## config.mk

```make
export PLATFORM = sky130hd
export DESIGN_NAME = fix_encoder_flat
export DESIGN_NICKNAME = d
export VERILOG_FILES = /design/src/rtl/fix_encoder_if.sv /design/src/rtl/fix_encoder.sv /design/src/flat_wrapper.sv
export SDC_FILE = /design/constraint.sdc
export NUM_CORES = 1
export LEC_CHECK = 0
export CAP_MARGIN = 10
export CELL_PAD_IN_SITES_DETAIL_PLACEMENT = 1
export CELL_PAD_IN_SITES_GLOBAL_PLACEMENT = 1
export CORE_MARGIN = 2
export CORE_UTILIZATION = 44
export CTS_BUF_LIST = sky130_fd_sc_hd__clkbuf_16
export DETAILED_ROUTE_END_ITERATION = 8
export DONT_BUFFER_PORTS = 1
export PLACE_DENSITY = 0.75
export SETUP_SLACK_MARGIN = 0.02
export SYNTH_ARGS = -nofsm -noshare
export SYNTH_HDL_FRONTEND = slang
export SYNTH_SLANG_ARGS = --single-unit
```

## constraint.sdc

```tcl
create_clock -name clk -period 2.3 [get_ports clk]
set_clock_uncertainty 0.2 [all_clocks]
set_input_delay 0.46 -clock clk [delete_from_list [all_inputs] [get_ports clk]]
set_output_delay 0.46 -clock clk [all_outputs]
set_load 0.01 [all_outputs]
```

## src/rtl/fix_encoder_if.sv

```systemverilog
// fix_encoder_if: byte-stream bundle between the order formatter, the FIX
// encoder and the outbound transport.
//
// Handshake: on both the in_* and out_* streams a byte moves on a rising
// clk edge where valid && ready are both high; the sender holds data and
// sideband stable while valid is high and ready is low, and valid never
// depends on ready.
interface fix_encoder_if;
   logic       in_valid;
   logic       in_ready;
   logic [7:0] in_data;
   logic       in_sel;
   logic       in_eof;
   logic       in_eom;
   logic       out_valid;
   logic       out_ready;
   logic [7:0] out_data;
   logic       out_last;
   logic       err;

   // Byte producer / downstream consumer side.
   modport master (
      output in_valid, in_data, in_sel, in_eof, in_eom, out_ready,
      input  in_ready, out_valid, out_data, out_last, err
   );

   // Encoder side.
   modport slave (
      input  in_valid, in_data, in_sel, in_eof, in_eom, out_ready,
      output in_ready, out_valid, out_data, out_last, err
   );
endinterface

```

## src/rtl/fix_encoder.sv

```systemverilog
// fix_encoder: FIX serializer. Turns tag/value character runs into
// "tag=value<SOH>" on the wire, inserting '=' and SOH itself.
// Optional feature macro: FIX_ENCODER_CHECKSUM_EN appends the trailer
// "10=NNN<SOH>" carrying the modulo-256 sum of all message bytes.
// dbg_state exposes the FSM state for checkers.
module fix_encoder #(
   parameter logic [7:0] SOH_C = 8'h01,
   parameter logic [7:0] SEP_C = 8'h3D
) (
   input  logic          clk,
   input  logic          rst,
   fix_encoder_if.slave  bus,
   output logic [3:0]    dbg_state
);

   typedef enum logic [3:0] {
      TAG,
      SEP,
      VALUE,
      TERM
`ifdef FIX_ENCODER_CHECKSUM_EN
      ,
      CK_1,
      CK_0,
      CK_EQ,
      CK_D2,
      CK_D1,
      CK_D0,
      CK_SOH
`endif
   } state_t;

   state_t     state;
   logic       seen_tag;
   logic       eom_q;
   logic       out_valid_q;
   logic [7:0] out_data_q;
   logic       out_last_q;
   logic       err_q;
   logic       slot_free;
   logic       data_bad;

`ifdef FIX_ENCODER_CHECKSUM_EN
   logic [7:0] sum_q;
   logic [7:0] ck_d2;
   logic [7:0] ck_d1;
   logic [7:0] ck_d0;

   // Decimal digits of the running sum for the trailer.
   assign ck_d2 = sum_q / 8'd100;
   assign ck_d1 = (sum_q / 8'd10) % 8'd10;
   assign ck_d0 = sum_q % 8'd10;
`endif

   assign slot_free = !out_valid_q || bus.out_ready;
   assign data_bad  = (bus.in_data == SOH_C) || ((bus.in_data == SEP_C) && !bus.in_sel);

   // A value byte arriving in TAG after the tag run is only peeked (it ends
   // the tag and triggers '='), so ready is withheld for it; it is accepted
   // later in VALUE.
   assign bus.in_ready = !rst && slot_free &&
                         ((state == VALUE) || ((state == TAG) && !(bus.in_sel && seen_tag)));

   assign bus.out_valid = out_valid_q;
   assign bus.out_data  = out_data_q;
   assign bus.out_last  = out_last_q;
   assign bus.err       = err_q;
   assign dbg_state     = state;

   // Serializer FSM with the single registered output slot.
   always_ff @(posedge clk) begin
      if (rst) begin
         state       <= TAG;
         seen_tag    <= 1'b0;
         eom_q       <= 1'b0;
         out_valid_q <= 1'b0;
         out_data_q  <= 8'h00;
         out_last_q  <= 1'b0;
         err_q       <= 1'b0;
`ifdef FIX_ENCODER_CHECKSUM_EN
         sum_q       <= 8'h00;
`endif
      end else begin
         err_q <= 1'b0;
         if (out_valid_q && bus.out_ready) begin
            out_valid_q <= 1'b0;
            out_last_q  <= 1'b0;
         end
         if (slot_free) begin
            case (state)
               TAG: begin
                  if (bus.in_valid) begin
                     if (!bus.in_sel) begin
                        out_data_q  <= bus.in_data;
                        out_valid_q <= 1'b1;
                        seen_tag    <= 1'b1;
                        err_q       <= data_bad;
`ifdef FIX_ENCODER_CHECKSUM_EN
                        sum_q       <= sum_q + bus.in_data;
`endif
                     end else if (seen_tag) begin
                        state <= SEP;
                     end else begin
                        err_q <= 1'b1;
                     end
                  end
               end
               SEP: begin
                  out_data_q  <= SEP_C;
                  out_valid_q <= 1'b1;
                  state       <= VALUE;
`ifdef FIX_ENCODER_CHECKSUM_EN
                  sum_q       <= sum_q + SEP_C;
`endif
               end
               VALUE: begin
                  if (bus.in_valid) begin
                     if (bus.in_sel) begin
                        out_data_q  <= bus.in_data;
                        out_valid_q <= 1'b1;
                        err_q       <= data_bad;
`ifdef FIX_ENCODER_CHECKSUM_EN
                        sum_q       <= sum_q + bus.in_data;
`endif
                        if (bus.in_eof) begin
                           eom_q <= bus.in_eom;
                           state <= TERM;
                        end
                     end else begin
                        err_q <= 1'b1;
                     end
                  end
               end
               TERM: begin
                  out_data_q  <= SOH_C;
                  out_valid_q <= 1'b1;
                  seen_tag    <= 1'b0;
                  state       <= TAG;
`ifdef FIX_ENCODER_CHECKSUM_EN
                  sum_q       <= sum_q + SOH_C;
                  if (eom_q) state <= CK_1;
`else
                  out_last_q  <= eom_q;
`endif
               end
`ifdef FIX_ENCODER_CHECKSUM_EN
               CK_1: begin
                  out_data_q  <= 8'h31;
                  out_valid_q <= 1'b1;
                  state       <= CK_0;
               end
               CK_0: begin
                  out_data_q  <= 8'h30;
                  out_valid_q <= 1'b1;
                  state       <= CK_EQ;
               end
               CK_EQ: begin
                  out_data_q  <= SEP_C;
                  out_valid_q <= 1'b1;
                  state       <= CK_D2;
               end
               CK_D2: begin
                  out_data_q  <= 8'h30 + ck_d2;
                  out_valid_q <= 1'b1;
                  state       <= CK_D1;
               end
               CK_D1: begin
                  out_data_q  <= 8'h30 + ck_d1;
                  out_valid_q <= 1'b1;
                  state       <= CK_D0;
               end
               CK_D0: begin
                  out_data_q  <= 8'h30 + ck_d0;
                  out_valid_q <= 1'b1;
                  state       <= CK_SOH;
               end
               CK_SOH: begin
                  out_data_q  <= SOH_C;
                  out_valid_q <= 1'b1;
                  out_last_q  <= 1'b1;
                  sum_q       <= 8'h00;
                  state       <= TAG;
               end
`endif
               default: state <= TAG;
            endcase
         end
      end
   end

endmodule

```

## src/flat_wrapper.sv

```systemverilog
// flat-port wrapper written by rule: the top's interface ports become plain ports
module fix_encoder_flat 
#(
   parameter logic [7:0] SOH_C = 8'h01,
   parameter logic [7:0] SEP_C = 8'h3D
)
  (clk, rst, dbg_state, bus_in_valid, bus_in_data, bus_in_sel, bus_in_eof, bus_in_eom, bus_out_ready, bus_in_ready, bus_out_valid, bus_out_data, bus_out_last, bus_err);
  fix_encoder_if bus_i ();
  input  logic clk;
  input  logic rst;
  output logic [3:0] dbg_state;
  input wire logic [$bits(bus_i.in_valid)-1:0] bus_in_valid;
  input wire logic [$bits(bus_i.in_data)-1:0] bus_in_data;
  input wire logic [$bits(bus_i.in_sel)-1:0] bus_in_sel;
  input wire logic [$bits(bus_i.in_eof)-1:0] bus_in_eof;
  input wire logic [$bits(bus_i.in_eom)-1:0] bus_in_eom;
  input wire logic [$bits(bus_i.out_ready)-1:0] bus_out_ready;
  output wire logic [$bits(bus_i.in_ready)-1:0] bus_in_ready;
  output wire logic [$bits(bus_i.out_valid)-1:0] bus_out_valid;
  output wire logic [$bits(bus_i.out_data)-1:0] bus_out_data;
  output wire logic [$bits(bus_i.out_last)-1:0] bus_out_last;
  output wire logic [$bits(bus_i.err)-1:0] bus_err;
  assign bus_i.in_valid = bus_in_valid;
  assign bus_i.in_data = bus_in_data;
  assign bus_i.in_sel = bus_in_sel;
  assign bus_i.in_eof = bus_in_eof;
  assign bus_i.in_eom = bus_in_eom;
  assign bus_i.out_ready = bus_out_ready;
  assign bus_in_ready = bus_i.in_ready;
  assign bus_out_valid = bus_i.out_valid;
  assign bus_out_data = bus_i.out_data;
  assign bus_out_last = bus_i.out_last;
  assign bus_err = bus_i.err;
  fix_encoder #(.SOH_C(SOH_C), .SEP_C(SEP_C)) u_core (.clk(clk), .rst(rst), .bus(bus_i), .dbg_state(dbg_state));
endmodule
```

After elaboration in Yosys (flattened, before gate mapping) --
Cells that the tools add are included.
Cells by class: equal/unequal tests 12, muxes and demuxes 31, bitwise logic cells 1, reductions and logical operators 22
Operators with widths (number):
- 8-bit two-way mux | 4
- 8-bit one-hot mux with 4 select lines | 1
- 4-bit two-way mux | 6
- 1-bit two-way mux | 16
- 2-bit inequality test, second input constant | 6
- 4-bit one-hot mux with 3 select lines | 1
- 4-bit by 2-bit == test with 1-bit output, second input constant | 2
- 8-bit by 1-bit == test with 1-bit output, second input constant | 1
- 8-bit by 6-bit == test with 1-bit output, second input constant | 1
- 7-bit AND reduction | 1
- 1-bit logical AND | 6
- 6-bit AND reduction | 1
- 5-bit AND reduction | 1
- 4-bit by 1-bit == test with 1-bit output, second input constant | 1
- 1-bit zero test | 4
- 4-bit zero test | 1
- 1-bit one-hot mux with 2 select lines | 2
- 4-bit AND reduction | 1
- 4-bit nonzero test | 1
- 2-bit OR reduction | 2
- 1-bit logical OR | 3
- 1-bit one-hot mux with 3 select lines | 1
- 2-bit by 1-bit inequality test with 1-bit output, second input constant | 1
- 2-bit nonzero test | 1
- 1-bit inverter | 1
Word-level totals: bits in registers 17, input port bits 15, output and inout bits 16, logic and storage cells 73

Logic depth before layout (Yosys ltp) --
Gate-level depths: netlist of the first run.
depth after elaboration 6, depth in mapped cells 6, mapped depth without buffers 6

Least setup slack after synthesis of the first run --
Ideal clock, no wire load.
path kind register to register, from register u_core.state[0], in the netlist u_core.dbg_state[0], to register u_core.out_data_q[7], in the netlist u_core.bus.out_data[7], library setup time 0.133 ns, arrival time 1.578 ns, data required time 1.967 ns, path slack 0.389 ns, cell stages (with the launch flop) 7, buffers on the path 0, period minus slack after synthesis 1.911 ns, cells stage by stage dfxtp_1 inv_1 ha_1 o21bai_1 a21oi_2 o21a_4 o22ai_1
On the way: cells in the longest elaborated chain, start to end 3, elaborated cells between the ends (all ways) 11, those cells by class 7 x eq/ne; 1 x mux; 3 x reduce/logical
Ends and longest elaborated chain:
- start: declaration | line fix_encoder.sv:33 | state_t state;
- start signal: assignment | line fix_encoder.sv:73 | state <= TAG;
- start signal: assignment | line fix_encoder.sv:102 | state <= SEP;
- start signal: assignment | line fix_encoder.sv:111 | state <= VALUE;
- 4-bit by 2-bit == test with 1-bit output (tied with other cells) | line fix_encoder.sv:90 | case (state)
- 4-bit nonzero test (no line) / 2-bit inequality test (equally long branches)
- 6-bit AND reduction (no line)
- end signal: assignment | line fix_encoder.sv:94 | out_data_q <= bus.in_data;
- end signal: assignment | line fix_encoder.sv:119 | out_data_q <= bus.in_data;
- end: declaration | line fix_encoder.sv:37 | logic [7:0] out_data_q;
Parallel ways exist; a longest one is shown, timed or not. A chain may end at the register's enable or synchronous reset.

Worst setup path after layout of the first run --
from register u_core.state[1], in the netlist u_core.dbg_state[1], to output bus_in_ready
On the way: cells in the longest elaborated chain, start to end 4, elaborated cells between the ends (all ways) 5, those cells by class 1 x eq/ne; 4 x reduce/logical
Ends and longest elaborated chain:
- 4-bit zero test | line fix_encoder.sv:62 | ((state == VALUE) || ((state == TAG) && !(bus.in_sel && seen_tag)));
- 1-bit logical AND | line fix_encoder.sv:62
- 1-bit logical OR * | line fix_encoder.sv:62
- 1-bit logical AND * | line fix_encoder.sv:61 | assign bus.in_ready = !rst && slot_free &&
- end: declaration | line flat_wrapper.sv:18 | output wire logic [$bits(bus_i.in_ready)-1:0] bus_in_ready;
Mark *: on every way between the ends. The rest lies on a longest branch, timed or not.

==> summary.md, run 1 <==
| Metric | Value |
|---|---|
| P_int | `0.667 mW` |
| Outcome | `complete, no violations` |
| Tot Pwr | `1.01 mW` |
| Slew Viols, Final | `0` |
| Sw Pwr | `0.344 mW` |
| Clock net sink count | `15` |
| H-Tree Depth | `1` |
| Tcrit/Tclk final | `0.890` |
| Die X | `49.0 um` |
| Post-synthesis compound-gate area fraction | `0.302` |
| Total number of vias | `704` |
| Seq cells post-synth | `15` |
| HP Class | `in -> reg` |
| Global-route wire length before repair | `3430 um` |
| Routed length per placed instance | `16.9 um` |
| Clk slew on worst S/H paths | `0.05 ns` |
| I/O Buffers | `0` |
| End of the critical path | `bus_in_ready` |
| Num CTS Buffers | `3` |
| # DRC | `0` |
| Placed Cells | `120` |
| Chip height | `49.0 um` |
| Combinational family with the most area after synthesis | `compound AO/OA/AOI/OAI gates` |
| HPWL after DPL | `1540 um` |
| Die area | `0.00240 sq mm` |
| Grt ovf | `0` |
| Leakage power | `0.349 nW` |
| Asr flop ratio synth | `0` |
| Pre-antenna DRT Iters | `4` |
| Antenna viol nets, final | `0` |
| Multi-input gate area | `539 sq um` |
| YS warnings | `0` |
| Largest net degree at the start of global routing | `18` |
| Crit path time final | `2.05 ns` |
| Reg2reg end | `u_core.bus.out_data[7]` |
| TritonCTS clock tree | `yes` |
| Final Cell Area | `987 sq um` |
| Number of synthesized flops with an enable pin | `0` |
| Fin util | `0.508` |
| Mapped Area | `890 sq um` |
| Simple-gate share of the synthesized area | `0.191` |
| F_max | `0.488 GHz` |
| Share of layout cells above drive strength 1 | `0.196` |
| CTS max path bufs | `2` |
| Top cells by count, synth | `15 x dfxtp_1, 9 x inv_1, 9 x nor2_1, 7 x a21oi_1, 7 x o32ai_2` |
| Area leader, netlist | `dfxtp_1` |
| Slowest cell delay on critical path | `0.50 ns` |
| Xor-xnor portion of the synthesized cell area | `0` |
| Number of global-route vias before repair | `750` |
| Synth area leaders | `dfxtp_1 34%, o32ai_2 13%, ha_1 7.0%` |
| Slowest cell on the critical path | `dfxtp_1` |
| R2R Setup Slk | `0.30 ns` |
| Nets | `118` |
| Ports | `31` |
| Worst-Skew Late Latency | `0.24 ns` |
| Post-synthesis adder-cell area fraction | `0.0703` |
| Netlist cell types | `34` |
| Routed wire length | `2100 um` |
| Dominant synthesized flop cell | `dfxtp_1` |
| Peak fanout along the critical path | `8` |
| Placed instance area | `897 sq um` |
| Total track usage | `0.188` |
| Register area share after synthesis | `0.338` |
| Clock power share | `0.335` |
| Initial Utilization | `0.458` |
| Setup Fix Bufs, Post-CTS | `0` |
| Starting DRT DRC Count | `8` |
| Fillers | `242` |
| Crit-path cells | `ha_2 > a21oi_1 > nor3_2` |
| Max cap viols | `0` |
| Critical path class | `reg -> out` |
| Via density | `5.68` |
| Setup violations, final | `0` |
| Sw frac | `0.340` |
| Critical Path AT | `1.39 ns` |
| Hold-fix buffers, CTS | `0` |
| GPL Wtd Cong | `0.791` |
| Worst r2r path cells | `6` |
| Syn Area/Cell | `9.17 sq um` |
| ANT cells | `0` |
| Most common cell in the synthesized netlist | `dfxtp_1` |
| Sequential Power Share | `0.362` |
| Mapped Cells | `97` |
| TNS Setup | `0 ns` |
| Worst Path Required | `1.64 ns` |
| Crit. End Element | `primary output` |
| Root Buffer | `clkbuf_16` |
| Crit path from | `u_core.dbg_state[1]` |
| Top cell type's share of synthesized area | `0.338` |
| Core ar. | `0.00194 sq mm` |
| Combinational share of power | `0.302` |
| Initial antenna violation count | `0` |
| Reg-to-reg startpoint | `u_core.dbg_state[0]` |
| Row count | `16` |
| Finished Layout Cells | `124` |
| Mux share of post-synthesis cell area | `0.0225` |
| RSZ-0062 raised after global routing | `no` |
| Fin. Hold Viols | `0` |
| Power density cells | `1020 mW/mm^2` |
| P&R area growth vs syn | `11.0%` |
| Peak VDD IR | `0.000603 V` |
| CP startpoint kind | `register` |
| Count of cells resized by post-cts repair | `1` |
| Register area | `300 sq um` |
==> cell usage in the layout (no fill, tap or decap), types with 2 or more instances in the layout <==
master / count
o32ai_2: 7
o21ai_0: 2
dfxtp_1: 15
ha_1: 3
nand3_1: 3
nor2b_1: 2
nand2_1: 6
nor2_1: 9
nand2b_1: 3
ha_2: 2
conb_1: 2
mux2i_1: 2
clkbuf_16: 3
nor3b_1: 2
nor3_1: 2
inv_1: 8
a21oi_1: 7
==> registers in the layout (all words and copies together), names as in the netlist <==
register / count
u_core.bus.out_valid: 1
u_core.bus.err: 1
u_core.eom_q: 1
u_core.dbg_state: 2
u_core.seen_tag: 1
u_core.bus.out_data: 8
u_core.bus.out_last: 1
==> worst min-delay path by stage <==
stage,start,endpoint,cells after the start
floorplan,u_core.eom_q,u_core.eom_q,2
detailed placement,u_core.eom_q,u_core.eom_q,2
global route,rst,u_core.eom_q,1
global placement,u_core.eom_q,u_core.eom_q,2
finish,rst,u_core.dbg_state[1],1
CTS,rst,u_core.eom_q,1
==> through the flow <==
stage | hold WS (ns) | setup WS (ns)
global placement | 0.286 | 0.248
detailed placement | 0.304 | 0.182
floorplan | 0.260 | 0.389
global route | 0.0760 | 0.129
CTS | 0.0824 | 0.109
finish | 0.0851 | 0.252
==> final cells by class <==
class | instances | share of cell area
clock buffers | 3 | 0.0760
multi-input cells | 69 | 0.546
well taps | 27 | 0.0342
inverters | 9 | 0.0342
clock inverters | 1 | 0.00507
flip-flops and latches | 15 | 0.304
==> logic make-up after synthesis <==
| family | after synthesis |
|---|---|
| flops | 15 |
| buf+inv | 14 |
| compound gates | 27 |
| other cells | 1 |
| simple gates | 33 |
| fa+ha+maj | 5 |
| mux | 2 |
==> power by group through the flow <==
stage / clock, mW / sequential, mW / combinational [mW]
3_3_place_gp: 0 / 0.369 / 0.285
6_report: 0.339 / 0.366 / 0.306
3_5_place_dp: 0 / 0.372 / 0.293
2_1_floorplan: 0 / 0.361 / 0.255
4_1_cts: 0.344 / 0.367 / 0.301
5_1_grt: 0.363 / 0.372 / 0.342
==> critical path: cells and delay by family (launching register included) <==
family	cells	cell delay [ns]
fa+ha+maj	1	0.35
flops	1	0.50
simple gates	1	0.21
compound gates	1	0.08
==> routing by layer <==
metal  wire length [um]  GRT usage  up-vias  part of all wire
li1                   -          -      348                 -
met1                860      0.227      337              0.41
met2               1110      0.317       17              0.53
met3                117     0.0583        2             0.056
met4                 11     0.0571        0            0.0052
met5                  0          0        -                 0
No activity file was read; power rests on OpenSTA's default activity.
==> run 2: changes to the inputs <==
- MAX_ROUTING_LAYER: default -> met4
==> summary.md, run 2 (synthesis gave the netlist of run 1 again) <==
| Metric | Value |
|---|---|
| R2R Setup Slk | `0.30 ns (about the same)` |
| Global-route wire length before repair | `3450 um (+0.61%)` |
| Antenna viol nets, final | `0 (unchanged)` |
| Hold Slack | `0.0851 ns (-0.0000114 ns)` |
| Setup slack at placement | `0.182 ns (unchanged)` |
| Final WS setup | `0.247 ns (-0.00550 ns)` |
| Outcome | `complete, no violations` |
| TritonCTS clock tree | `yes` |
| GPL Wtd Cong | `0.802 (+1.4%)` |
| P_int | `0.667 mW (about the same)` |
| Share of layout cells above drive strength 1 | `0.196 (unchanged)` |
| ANT cells | `0 (unchanged)` |
| Power density cells | `1020 mW/mm^2 (about the same)` |
| Crit path time final | `2.05 ns (+0.00550 ns)` |
| Largest net degree at the start of global routing | `18 (unchanged)` |
| Ports | `31 (unchanged)` |
| Worst-Skew Late Latency | `0.24 ns (about the same)` |
| Hold-fix buffers, CTS | `0 (unchanged)` |
| F_max | `0.487 GHz (-0.27%)` |
| Finished Layout Cells | `124 (unchanged)` |
| Worst Path Required | `1.64 ns (about the same)` |
| Total number of vias | `705 (+0.14%)` |
| Die X | `49.0 um (unchanged)` |
| Starting DRT DRC Count | `8 (unchanged)` |
| Row count | `16 (unchanged)` |
| I/O Buffers | `0 (unchanged)` |
| Clk slew on worst S/H paths | `0.05 ns (about the same)` |
| Initial Utilization | `0.458 (unchanged)` |
| Sw frac | `0.340 (about the same)` |
| Nets | `118 (unchanged)` |
| Peak fanout along the critical path | `8 (unchanged)` |
| Die area | `0.00240 sq mm (unchanged)` |
| Num CTS Buffers | `3 (unchanged)` |
| Grt ovf | `0 (unchanged)` |
| Tcrit/Tclk final | `0.893 (+0.00239)` |
| CP startpoint kind | `register` |
| Peak VDD IR | `0.000603 V (about the same)` |
| Max reg flops | `8 (unchanged)` |
| Max cap viols | `0 (unchanged)` |
| Initial antenna violation count | `0 (unchanged)` |
| RSZ-0062 raised after global routing | `no` |
| Routed wire length | `2110 um (+0.33%)` |
| Placed Cells | `120 (unchanged)` |
| Root Buffer | `clkbuf_16` |
| Critical path class | `reg -> out` |
| Clock net sink count | `15 (unchanged)` |
| Chip height | `49.0 um (unchanged)` |
| Leakage power | `0.349 nW (unchanged)` |
| Crit. End Element | `primary output` |
| HP Class | `in -> reg` |
| Hold depth | `1 (unchanged)` |
| Routed length per placed instance | `17.0 um (+0.33%)` |
| Pre-antenna DRT Iters | `4 (unchanged)` |
| HPWL after DPL | `1540 um (unchanged)` |
| Number of global-route vias before repair | `747 (-0.40%)` |
| Fin. Hold Viols | `0 (unchanged)` |
| Setup Fix Bufs, Post-CTS | `0 (unchanged)` |
| Via density | `5.69 (+0.14%)` |
| Most frequent cells in the layout | `15 x dfxtp_1, 9 x nor2_1, 8 x inv_1` |
| P&R area growth vs syn | `11.0% (unchanged)` |
| CTS max path bufs | `2 (unchanged)` |
| Core ar. | `0.00194 sq mm (unchanged)` |
| Sw Pwr | `0.344 mW (about the same)` |
| Slew Viols, Final | `0 (unchanged)` |
| Worst r2r path cells | `6 (unchanged)` |
| TNS Setup | `0 ns (unchanged)` |
| # DRC | `0 (unchanged)` |
| Most common cell after layout, fill and taps aside | `dfxtp_1` |
| Sequential Power Share | `0.362 (about the same)` |
| Setup violations, final | `0 (unchanged)` |
| Combinational share of power | `0.303 (about the same)` |
| Clock power share | `0.335 (about the same)` |
| H-Tree Depth | `1 (unchanged)` |
| Total track usage | `0.193 (+0.00594)` |
| Critical Path AT | `1.39 ns (about the same)` |
-- run 2: cell counts in the layout (fill, tap and decap cells not counted) --
Identical to the previous run, type by type.
-- run 2: final cells by class --
type                       instances  area (sq um)
multi-input combinational         69           539
fill                             242           955
sequential                        15           300
clock inverter                     1          5.00
tap                               27          33.8
clock buffer                       3          75.1
inverter                           9          33.8
-- run 2: metal layers --
metal / GRT usage / vias up / part of all wire
met2: 0.317 / 17 / 0.53
met3: 0.0583 / 2 / 0.055
met4: 0.0571 / 0 / 0.0062
met1: 0.229 / 338 / 0.41
met5: - / - / 0
li1: - / 348 / -
-- run 2: metrics by stage --
| stage | power, mW | cell area (sq um) | utilization |
|---|---|---|---|
| 2_1_floorplan | 0.616 | 893 | - |
| 3_3_place_gp | 0.653 | 897 | 0.462 |
| 3_5_place_dp | 0.666 | 897 | 0.462 |
| 4_1_cts | 1.01 | 982 | 0.506 |
| 5_1_grt | 1.08 | 987 | 0.508 |
| 6_report | 1.01 | 987 | 0.508 |
-- run 2: timing repair --
item	in CTS	in global routing
endpoints found under the setup margin	1	2
hold endpoints to repair	0	0
resized for setup	1	3
pin swaps	0	0
-- run 2: worst max-delay path, cell delays in order (launching register included) --
cell	delay, ns
dfxtp_1	0.50
ha_2	0.35
a21oi_1	0.08
nor3_2	0.21
-- run 2: power by group through the flow --
stage	registers, mW	clock network (mW)	logic [mW]
2_1_floorplan	0.361	0	0.255
4_1_cts	0.367	0.344	0.301
3_3_place_gp	0.369	0	0.285
5_1_grt	0.372	0.363	0.342
6_report	0.366	0.338	0.306
3_5_place_dp	0.372	0	0.293
-- run 2: worst paths after layout --
| check | from | to |
|---|---|---|
| worst max register to register | u_core.dbg_state[0] | u_core.bus.out_data[7] |
| worst max-delay path | u_core.dbg_state[1] | bus_in_ready |
| worst min-delay path | rst | u_core.dbg_state[1] |
| worst min register to register | u_core.eom_q | u_core.eom_q |
==> run 3: changes to the inputs <==
- BUFFER_PORTS_ARGS: default -> -buffer_cell sky130_fd_sc_hd__buf_2
- CORE_UTILIZATION: 44 -> 35
- DONT_BUFFER_PORTS: 1 -> default
- PLACE_DENSITY: 0.75 -> 0.76
- clock period: 2.3 -> 2.1 ns (I/O delays scaled with it)
==> summary.md, run 3 (synthesis gave the netlist of run 1 again) <==
| Metric | Value |
|---|---|
| TritonCTS clock tree | `yes` |
| Fin. Hold Viols | `0 (unchanged)` |
| Starting DRT DRC Count | `9 (+1)` |
| Slowest cell on the critical path | `dfxtp_1` |
| Grt ovf | `0 (unchanged)` |
| Routed length per placed instance | `14.5 um (-14%)` |
| Power density cells | `1040 mW/mm^2 (+1.4%)` |
| Most common cell after layout, fill and taps aside | `buf_2` |
| Hold depth | `3 (+2)` |
| Nets | `148 (+25%)` |
| Crit. path cell count | `5 (+2)` |
| Leakage power | `0.491 nW (+41%)` |
| Cell family with most CP delay | `flip-flops` |
| CTS max path bufs | `2 (unchanged)` |
| Outcome | `complete, no violations` |
| Setup Fix Bufs, Post-CTS | `0 (unchanged)` |
| Max reg flops | `8 (unchanged)` |
| Max cap viols | `0 (unchanged)` |
| Peak VDD IR | `0.000429 V (-29%)` |
| Pre-antenna DRT Iters | `4 (unchanged)` |
| Share of layout cells above drive strength 1 | `0.394 (+0.198)` |
| Slowest cell delay on critical path | `0.42 ns (-0.08 ns)` |
| P&R area growth vs syn | `31.2%` |
| Most frequent cells in the layout | `28 x buf_2, 14 x dfxtp_1, 9 x nor2_1` |
| F_max | `0.504 GHz` |
| Global-route wire length before repair | `3550 um (+3.0%)` |
| Crit. End Element | `primary output` |
| Antenna viol nets, final | `0 (unchanged)` |
| Tcrit/Tclk final | `0.945` |
| HP Class | `in -> reg` |
| Crit path time final | `1.99 ns` |
| Row count | `18 (+2)` |
| GPL Wtd Cong | `0.809 (+0.94%)` |
| Clock net sink count | `15 (unchanged)` |
| Die X | `54.4 um (+11%)` |
| Largest net degree at the start of global routing | `11 (-7)` |
| ANT cells | `0 (unchanged)` |
| Chip height | `54.4 um (+11%)` |
| Tot Pwr | `1.21 mW (+20%)` |
| Crit-path cells | `inv_2 > ha_4 > a21oi_1 > nor3_2 > buf_2` |
| Clk slew on worst S/H paths | `0.05 ns (about the same)` |
| Total track usage | `0.176 (-0.0177)` |
| Slew Viols, Final | `0 (unchanged)` |
| I/O Buffers | `28 (+28)` |
| Number of global-route vias before repair | `775 (+3.7%)` |
| Critical path class | `reg -> out` |
| CP startpoint kind | `register` |
| TNS Setup | `0 ns (unchanged)` |
| Via density | `5.30 (-6.8%)` |
| Worst-Skew Late Latency | `0.25 ns (about the same)` |
| Die area | `0.00296 sq mm (+23%)` |
| Initial Utilization | `0.366 (-0.0924)` |
| Setup violations, final | `0 (unchanged)` |
| Num CTS Buffers | `3 (unchanged)` |
| # DRC | `0 (unchanged)` |
| Root Buffer | `clkbuf_16` |
| Core ar. | `0.00243 sq mm (+25%)` |
| Worst r2r path cells | `5 (-1)` |
| RSZ-0062 raised after global routing | `no` |
| Total number of vias | `832 (+18%)` |
| WP buf/inv | `2 (+2)` |
| Initial antenna violation count | `0 (unchanged)` |
| Ports | `31 (unchanged)` |
| H-Tree Depth | `1 (unchanged)` |
| Peak fanout along the critical path | `6 (-2)` |
| Critical Path AT | `1.37 ns (-0.02 ns)` |
| Worst Path Required | `1.48 ns (-0.16 ns)` |
| Routed wire length | `2280 um (+8.3%)` |
| HPWL after DPL | `1700 um (+11%)` |
run 3: power by group:
group          total, mW  switching (mW)  internal [mW]
registers          0.376          0.0389          0.337
logic              0.460           0.259          0.201
clock network      0.375           0.121          0.254
run 3: cell type report:
type	count	area, sq um
fillers	302	1260
inverters	9	33.8
well taps	30	37.5
repair buffers	30	155
multi-input cells	69	559
flip-flops and latches	15	302
clock inverters	1	5.00
clock buffers	3	75.1
run 3: layer usage:
layer / routed length, um / part of all wire / GRT usage / vias to the layer above
li1: - / - / - / 412
met1: 1020 / 0.44 / 0.194 / 385
met2: 1090 / 0.48 / 0.303 / 29
met3: 152 / 0.067 / 0.0464 / 6
met4: 26 / 0.011 / 0.0625 / 0
met5: 0 / 0 / - / -
run 3: worst paths after layout:
path | slack, ns | endpoint | startpoint
worst max-delay path | 0.11 | bus_in_ready | u_core.dbg_state[0]
worst min-delay path | 0.21 | u_core.eom_q | bus_in_eom
worst max register to register | 0.26 | u_core.bus.out_data[7] | u_core.dbg_state[0]
worst min register to register | 0.29 | u_core.bus.out_data[0] | u_core.bus.out_data[0]
run 3: through the flow:
step	hold slack [ns]	worst slack [ns]	utilization	cell area, sq um	instances
5_1_grt	0.248	0.0413	0.480	1170	157
6_report	0.209	0.115	0.480	1170	157
3_3_place_gp	0.270	0.201	0.434	1060	153
2_1_floorplan	0.260	0.189	-	893	98
4_1_cts	0.217	0.0380	0.471	1150	157
3_5_place_dp	0.285	0.154	0.434	1060	153
run 3: repair_timing:
item,CTS,global route
hold buffers,0,0
setup endpoints to repair,1,1
resized for setup,3,4
pin swaps,0,0
run 3: worst register-to-register path: cells and delay by family (launching register included):
family	cells	cell delay, ns
fa+ha+maj	1	0.36
flops	1	0.42
compound gates	4	0.75
